**config.mk**
```make
export PLATFORM = sky130hd
export DESIGN_NAME = vc_sram_arbiter_1rw
export DESIGN_NICKNAME = d
export VERILOG_FILES = /design/src/rtl/vc_sram_arbiter_1rw.sv
export SDC_FILE = /design/constraint.sdc
export NUM_CORES = 1
export LEC_CHECK = 0
export CAP_MARGIN = 20
export CORE_AREA = 3 3 107 109
export CTS_CLUSTER_SIZE = 14
export DETAILED_ROUTE_END_ITERATION = 10
export DIE_AREA = 0 0 110 112
export PLACE_DENSITY = 0.89
export SLEW_MARGIN = 20
export SYNTH_ARGS = -nofsm -noshare
export SYNTH_HDL_FRONTEND = slang
export SYNTH_SLANG_ARGS = --single-unit
```
**constraint.sdc**
```tcl
create_clock -name clk -period 2.5 [get_ports clk]
set_input_delay 0.75 -clock clk [delete_from_list [all_inputs] [get_ports clk]]
set_output_delay 0.75 -clock clk [all_outputs]
set_load 0.03 [all_outputs]
```
**src/rtl/vc_sram_arbiter_1rw.sv**
```systemverilog
// Round-robin arbiter sharing one 1rw SRAM (registered read) between two val/rdy requesters.
// One access in flight; the response is routed back to the requester that owns it.
module vc_sram_arbiter_1rw #(
   parameter int unsigned p_data_nbits  = 32,
   parameter int unsigned p_num_entries = 256,
   localparam int unsigned c_addr_nbits  = $clog2(p_num_entries),
   localparam int unsigned c_data_nbytes = (p_data_nbits + 7) / 8
) (
   input  logic                     clk,
   input  logic                     reset,

   input  logic                     req0_val,
   output logic                     req0_rdy,
   input  logic                     req0_type,
   input  logic [c_addr_nbits-1:0]  req0_addr,
   input  logic [p_data_nbits-1:0]  req0_data,
   input  logic [c_data_nbytes-1:0] req0_byte_en,

   input  logic                     req1_val,
   output logic                     req1_rdy,
   input  logic                     req1_type,
   input  logic [c_addr_nbits-1:0]  req1_addr,
   input  logic [p_data_nbits-1:0]  req1_data,
   input  logic [c_data_nbytes-1:0] req1_byte_en,

   output logic                     resp0_val,
   input  logic                     resp0_rdy,
   output logic                     resp0_type,
   output logic [p_data_nbits-1:0]  resp0_data,

   output logic                     resp1_val,
   input  logic                     resp1_rdy,
   output logic                     resp1_type,
   output logic [p_data_nbits-1:0]  resp1_data,

   output logic                     sram_read_en,
   output logic [c_addr_nbits-1:0]  sram_read_addr,
   input  logic [p_data_nbits-1:0]  sram_read_data,
   output logic                     sram_write_en,
   output logic [c_data_nbytes-1:0] sram_write_byte_en,
   output logic [c_addr_nbits-1:0]  sram_write_addr,
   output logic [p_data_nbits-1:0]  sram_write_data
);

   typedef enum logic [1:0] {StIdle, StWait, StHold} state_e;

   state_e                  state_q, state_d;
   logic                    owner_q, owner_d;  // 0 = req0, 1 = req1
   logic                    type_q, type_d;
   logic                    prio_q, prio_d;
   logic [p_data_nbits-1:0] buf_q, buf_d;

   logic                     any_val;
   logic                     winner;
   logic                     win_type;
   logic [c_addr_nbits-1:0]  win_addr;
   logic [p_data_nbits-1:0]  win_data;
   logic [c_data_nbytes-1:0] win_byte_en;
   logic                     owner_resp_rdy;
   logic                     resp_val;
   logic [p_data_nbits-1:0]  resp_data;

   always_comb begin
      any_val        = req0_val | req1_val;
      // Priority only matters on a tie; a lone requester always wins.
      winner         = (req0_val & req1_val) ? prio_q : req1_val;
      win_type       = winner ? req1_type    : req0_type;
      win_addr       = winner ? req1_addr    : req0_addr;
      win_data       = winner ? req1_data    : req0_data;
      win_byte_en    = winner ? req1_byte_en : req0_byte_en;
      owner_resp_rdy = owner_q ? resp1_rdy : resp0_rdy;
   end

   always_comb begin
      state_d            = state_q;
      owner_d            = owner_q;
      type_d             = type_q;
      prio_d             = prio_q;
      buf_d              = buf_q;
      req0_rdy           = 1'b0;
      req1_rdy           = 1'b0;
      resp_val           = 1'b0;
      resp_data          = '0;
      sram_read_en       = 1'b0;
      sram_read_addr     = '0;
      sram_write_en      = 1'b0;
      sram_write_byte_en = '0;
      sram_write_addr    = '0;
      sram_write_data    = '0;

      if (reset) begin
         unique case (state_q)
            StIdle: begin
               if (any_val) begin
                  req0_rdy       = ~winner;
                  req1_rdy       = winner;
                  sram_read_en   = ~win_type;
                  sram_write_en  = win_type;
                  sram_read_addr = win_addr;
                  if (win_type) begin
                     sram_write_addr    = win_addr;
                     sram_write_data    = win_data;
                     sram_write_byte_en = win_byte_en;
                  end
                  owner_d = winner;
                  type_d  = win_type;
                  prio_d  = ~winner;
                  state_d = StWait;
               end
            end
            StWait: begin
               resp_val  = 1'b1;
               resp_data = type_q ? '0 : sram_read_data;
               if (owner_resp_rdy) begin
                  state_d = StIdle;
               end else begin
                  // SRAM output is only valid this cycle, so park it until accepted.
                  buf_d   = resp_data;
                  state_d = StHold;
               end
            end
            StHold: begin
               resp_val  = 1'b1;
               resp_data = buf_q;
               if (owner_resp_rdy) state_d = StIdle;
            end
            default: state_d = StIdle;
         endcase
      end
   end

   always_ff @(posedge clk) begin
      if (!reset) begin
         state_q <= StIdle;
         owner_q <= 1'b0;
         type_q  <= 1'b0;
         prio_q  <= 1'b0;
         buf_q   <= '0;
      end else begin
         state_q <= state_d;
         owner_q <= owner_d;
         type_q  <= type_d;
         prio_q  <= prio_d;
         buf_q   <= buf_d;
      end
   end

   always_comb begin
      resp0_val  = resp_val & ~owner_q;
      resp1_val  = resp_val & owner_q;
      resp0_type = resp0_val & type_q;
      resp1_type = resp1_val & type_q;
      resp0_data = resp0_val ? resp_data : '0;
      resp1_data = resp1_val ? resp_data : '0;
   end

`ifndef SYNTHESIS
   a_ctrl_known: assert property (@(posedge clk) disable iff (!reset)
      !$isunknown({req0_val, req1_val, resp0_rdy, resp1_rdy}));
   a_type_known: assert property (@(posedge clk) disable iff (!reset)
      (!req0_val || !$isunknown(req0_type)) && (!req1_val || !$isunknown(req1_type)));
   a_rw_excl: assert property (@(posedge clk) disable iff (!reset)
      !(sram_read_en && sram_write_en));
   a_addr_range: assert property (@(posedge clk) disable iff (!reset)
      (!sram_read_en || 32'(sram_read_addr) < p_num_entries) &&
      (!sram_write_en || 32'(sram_write_addr) < p_num_entries));
`endif

endmodule
```
==> flow_summary.toml <==
[logic_synthesis]
syn-num-nets = 648
synth-warning-count = 0
ys_ff_latch = 37
yosysSeqAreaShare_pct = 19.0
ys_types = 37
syn_area_um2 = 3900
syn_area_per_cell_um2 = 7.56
synth_cells = 516

[pwr]
powerDensity_nw_per_um2 = 340
p_leak_nw = 3.85
peakVddDrop_mv = 0.275
power_mw = 3.16

[cells_and_area]
layout_common_cells = "buf_6, clkdlybuf4s50_1, buf_4, nand3b_1, a221oi_4"
drive_gt1_share_pct = 53.4
multiInputGateArea_um2 = 4160
nNetsFinal = 934
antenna_cells = 0
fillers = 478
seq_area_um2 = 748
synthToLayoutAreaGrowth_pct = 139
final_common_cell = "buf_6"

[sta]
final_max_slew_viol_count = 0
grt_setup_unrepaired = "true"
fmax_mhz = 350
setup_viol_count_final = 119
hold_ws_ns = 0.635
worst-slew-pin-transition_ns = 0.547
slew_headroom_pct = 63.2
fin_crit_sh_pct = 114
hold_viol_final = 0
fin_ws_ns = -0.358
worst_clock_skew_ns = 0.0145
min_period_ns = 2.86

[die]
coreArea_um2 = 10700
dieHeight_um = 112
initial_utilization_pct = 36.4
die-area_um2 = 12300
io_pins = 252
row_count = 38
fp.dieW_um = 110

[grt]
grt_pass1_wl_um = 31300
grt_antenna_before_repair = 0
grt_pass1_vias = 5695
track_usage_pct = 31.8
grt_max_degree = 69
gr-total-overflow = 0

[route]
num_vias = 5785
post-route-drc-count = 0
wire_per_inst_um = 25.6
firstDrtPassIters = 5
drtAntennaViolNets = 0
drt_wl_total_um = 24200
drt-vias-per-instance = 6.13
drt_iter0_markers = 512

[status]
violations = "negative setup slack"
status = "finished with violations"

[setup_path]
start_kind = "input pin"
cp_top_family = "buffers and inverters"
critical_path_arrival_ns = 2.11
cp_num_buf_inv = 4
worstPathMaxFanout = 14
cp_slowest_cell = "a221oi_4"
crit_type = "in2out"
cp-end-kind = "output port"
critical_path_depth = 7
reg2regPathDepth = 8
path_cells = "buf_8 > nor2b_4 > buf_4 > buf_12 > o21ai_1 > a221oi_4 > buf_6"
critical-path-max-stage-delay_ns = 0.35
required_ns = 1.75

[cts]
insertion_delay_ns = 0.30
clock-sinks = 37
h-tree-depth = 2
cts_made_buffers = 5
clk_pin_slew_worst_paths_ns = 0.09
cts-root-buf = "clkbuf_8"
clockBufferDepth = 2
cts_tree = "built"

[placed_design]
port-buffer-count = 251
dp_hpwl_um = 12800
place_congestion = 0.858

[run]
drv_cap = 0

[min_path]
hold_depth = 2
hold_class = "reg2reg"
[worst paths after layout]
check                   from                  to  slack, ns
hold / removal      buf_q[4]            buf_q[4]       0.64
setup reg to reg  state_q[0]          state_q[1]       0.77
hold reg to reg     buf_q[4]            buf_q[4]       0.64
setup / recovery    req0_val  sram_write_addr[3]      -0.36
[power by group]
part           internal, mW  switching, mW  leakage [nW]  total (mW)
clock network         0.300          0.257        0.0585       0.557
registers             0.625         0.0378         0.302       0.663
logic                 0.910           1.03          3.49        1.94
total                  1.83           1.33          3.85        3.16
[cells in the mapped netlist]
cell	count	area, um^2
nor2_1	68	255
nand3b_1	45	338
clkbuf_1	43	161
o21ai_0	43	215
dfxtp_1	37	741
and3_1	33	206
o21a_1	33	248
a22oi_1	32	240
nor2b_1	32	200
a21boi_0	30	225
a221oi_2	27	405
buf_2	18	90.1
a221oi_1	17	149
a21oi_1	12	60.1
buf_6	8	90.1
inv_1	6	22.5
ha_1	4	50.1
nand2_1	4	15.0
a21boi_1	2	15.0
a31oi_1	2	12.5
buf_4	2	15.0
nand3_1	2	10.0
o21ai_1	2	10.0
a21o_1	1	7.51
a311oi_1	1	8.76
and3b_1	1	8.76
inv_2	1	3.75
mux2i_1	1	10.0
nand3b_4	1	20.0
nand4b_1	1	8.76
nor2b_2	1	8.76
nor3b_1	1	7.51
o211ai_1	1	7.51
o21ai_2	1	8.76
o21ba_2	1	10.0
o31ai_1	1	7.51
or2_2	1	6.26
[worst reg2reg max path, cell delays in order, from the launching register on]
cell,delay [ns]
dfxtp_4,0.40
inv_4,0.06
buf_6,0.12
ha_4,0.22
clkbuf_16,0.19
buf_4,0.15
o21ba_2,0.23
nand4b_1,0.09
a31oi_1,0.19
[logic make-up after synthesis]
| family | share of synthesized area (%) |
|---|---|
| AOI/OAI and AO/OA | 41.8 |
| adders and majority gates | 1.28 |
| buffers and inverters | 9.82 |
| DFF | 19.0 |
| muxes | 0.257 |
| and+or+nand+nor | 27.8 |
[routing by layer]
metal  share of wire (%)  vias to the layer above  GRT usage [%]
met4                 7.0                        0           15.9
met3                 8.0                      125           8.00
met5                   0                        -              0
met2                  50                      386           55.1
li1                    -                     2490              -
met1                  35                     2784           35.6
[area by class of cell]
type / count / area share [%]
Sequential cell: 37 / 8.04
Inverter: 7 / 0.363
Clock inverter: 3 / 0.471
Multi-Input combinational cell: 402 / 44.7
Clock buffer: 5 / 0.740
Tap cell: 140 / 1.88
Timing Repair Buffer: 349 / 43.8
[metrics by stage]
stage / TNS [ns] / cells / util [%] / setup WS [ns] / area (um^2)
final: -19.99 / 943 / 87.0 / -0.358 / 9310
after global placement: -58.69 / 892 / 68.9 / -0.656 / 7370
after detailed placement: -61.20 / 892 / 68.9 / -0.708 / 7370
after floorplan: -7.32 / 516 / - / -0.158 / 4660
after CTS: -12.60 / 930 / 79.3 / -0.291 / 8480
after global routing: -23.55 / 943 / 87.0 / -0.380 / 9310
[what timing repair did]
item | in CTS | in global routing
gates cloned | 10 | 9
pin swaps | 21 | 55
gates resized for setup | 185 | 175
hold buffers | 0 | 0
setup buffers | 21 | 9
setup endpoints to repair | 124 | 109
[registers in the layout, summed over array words and instances, names as in the netlist]
| register | flops |
|---|---|
| owner_q | 1 |
| buf_q | 32 |
| prio_q | 1 |
| state_q | 2 |
| type_q | 1 |
Power figures use the tool's default switching activity.
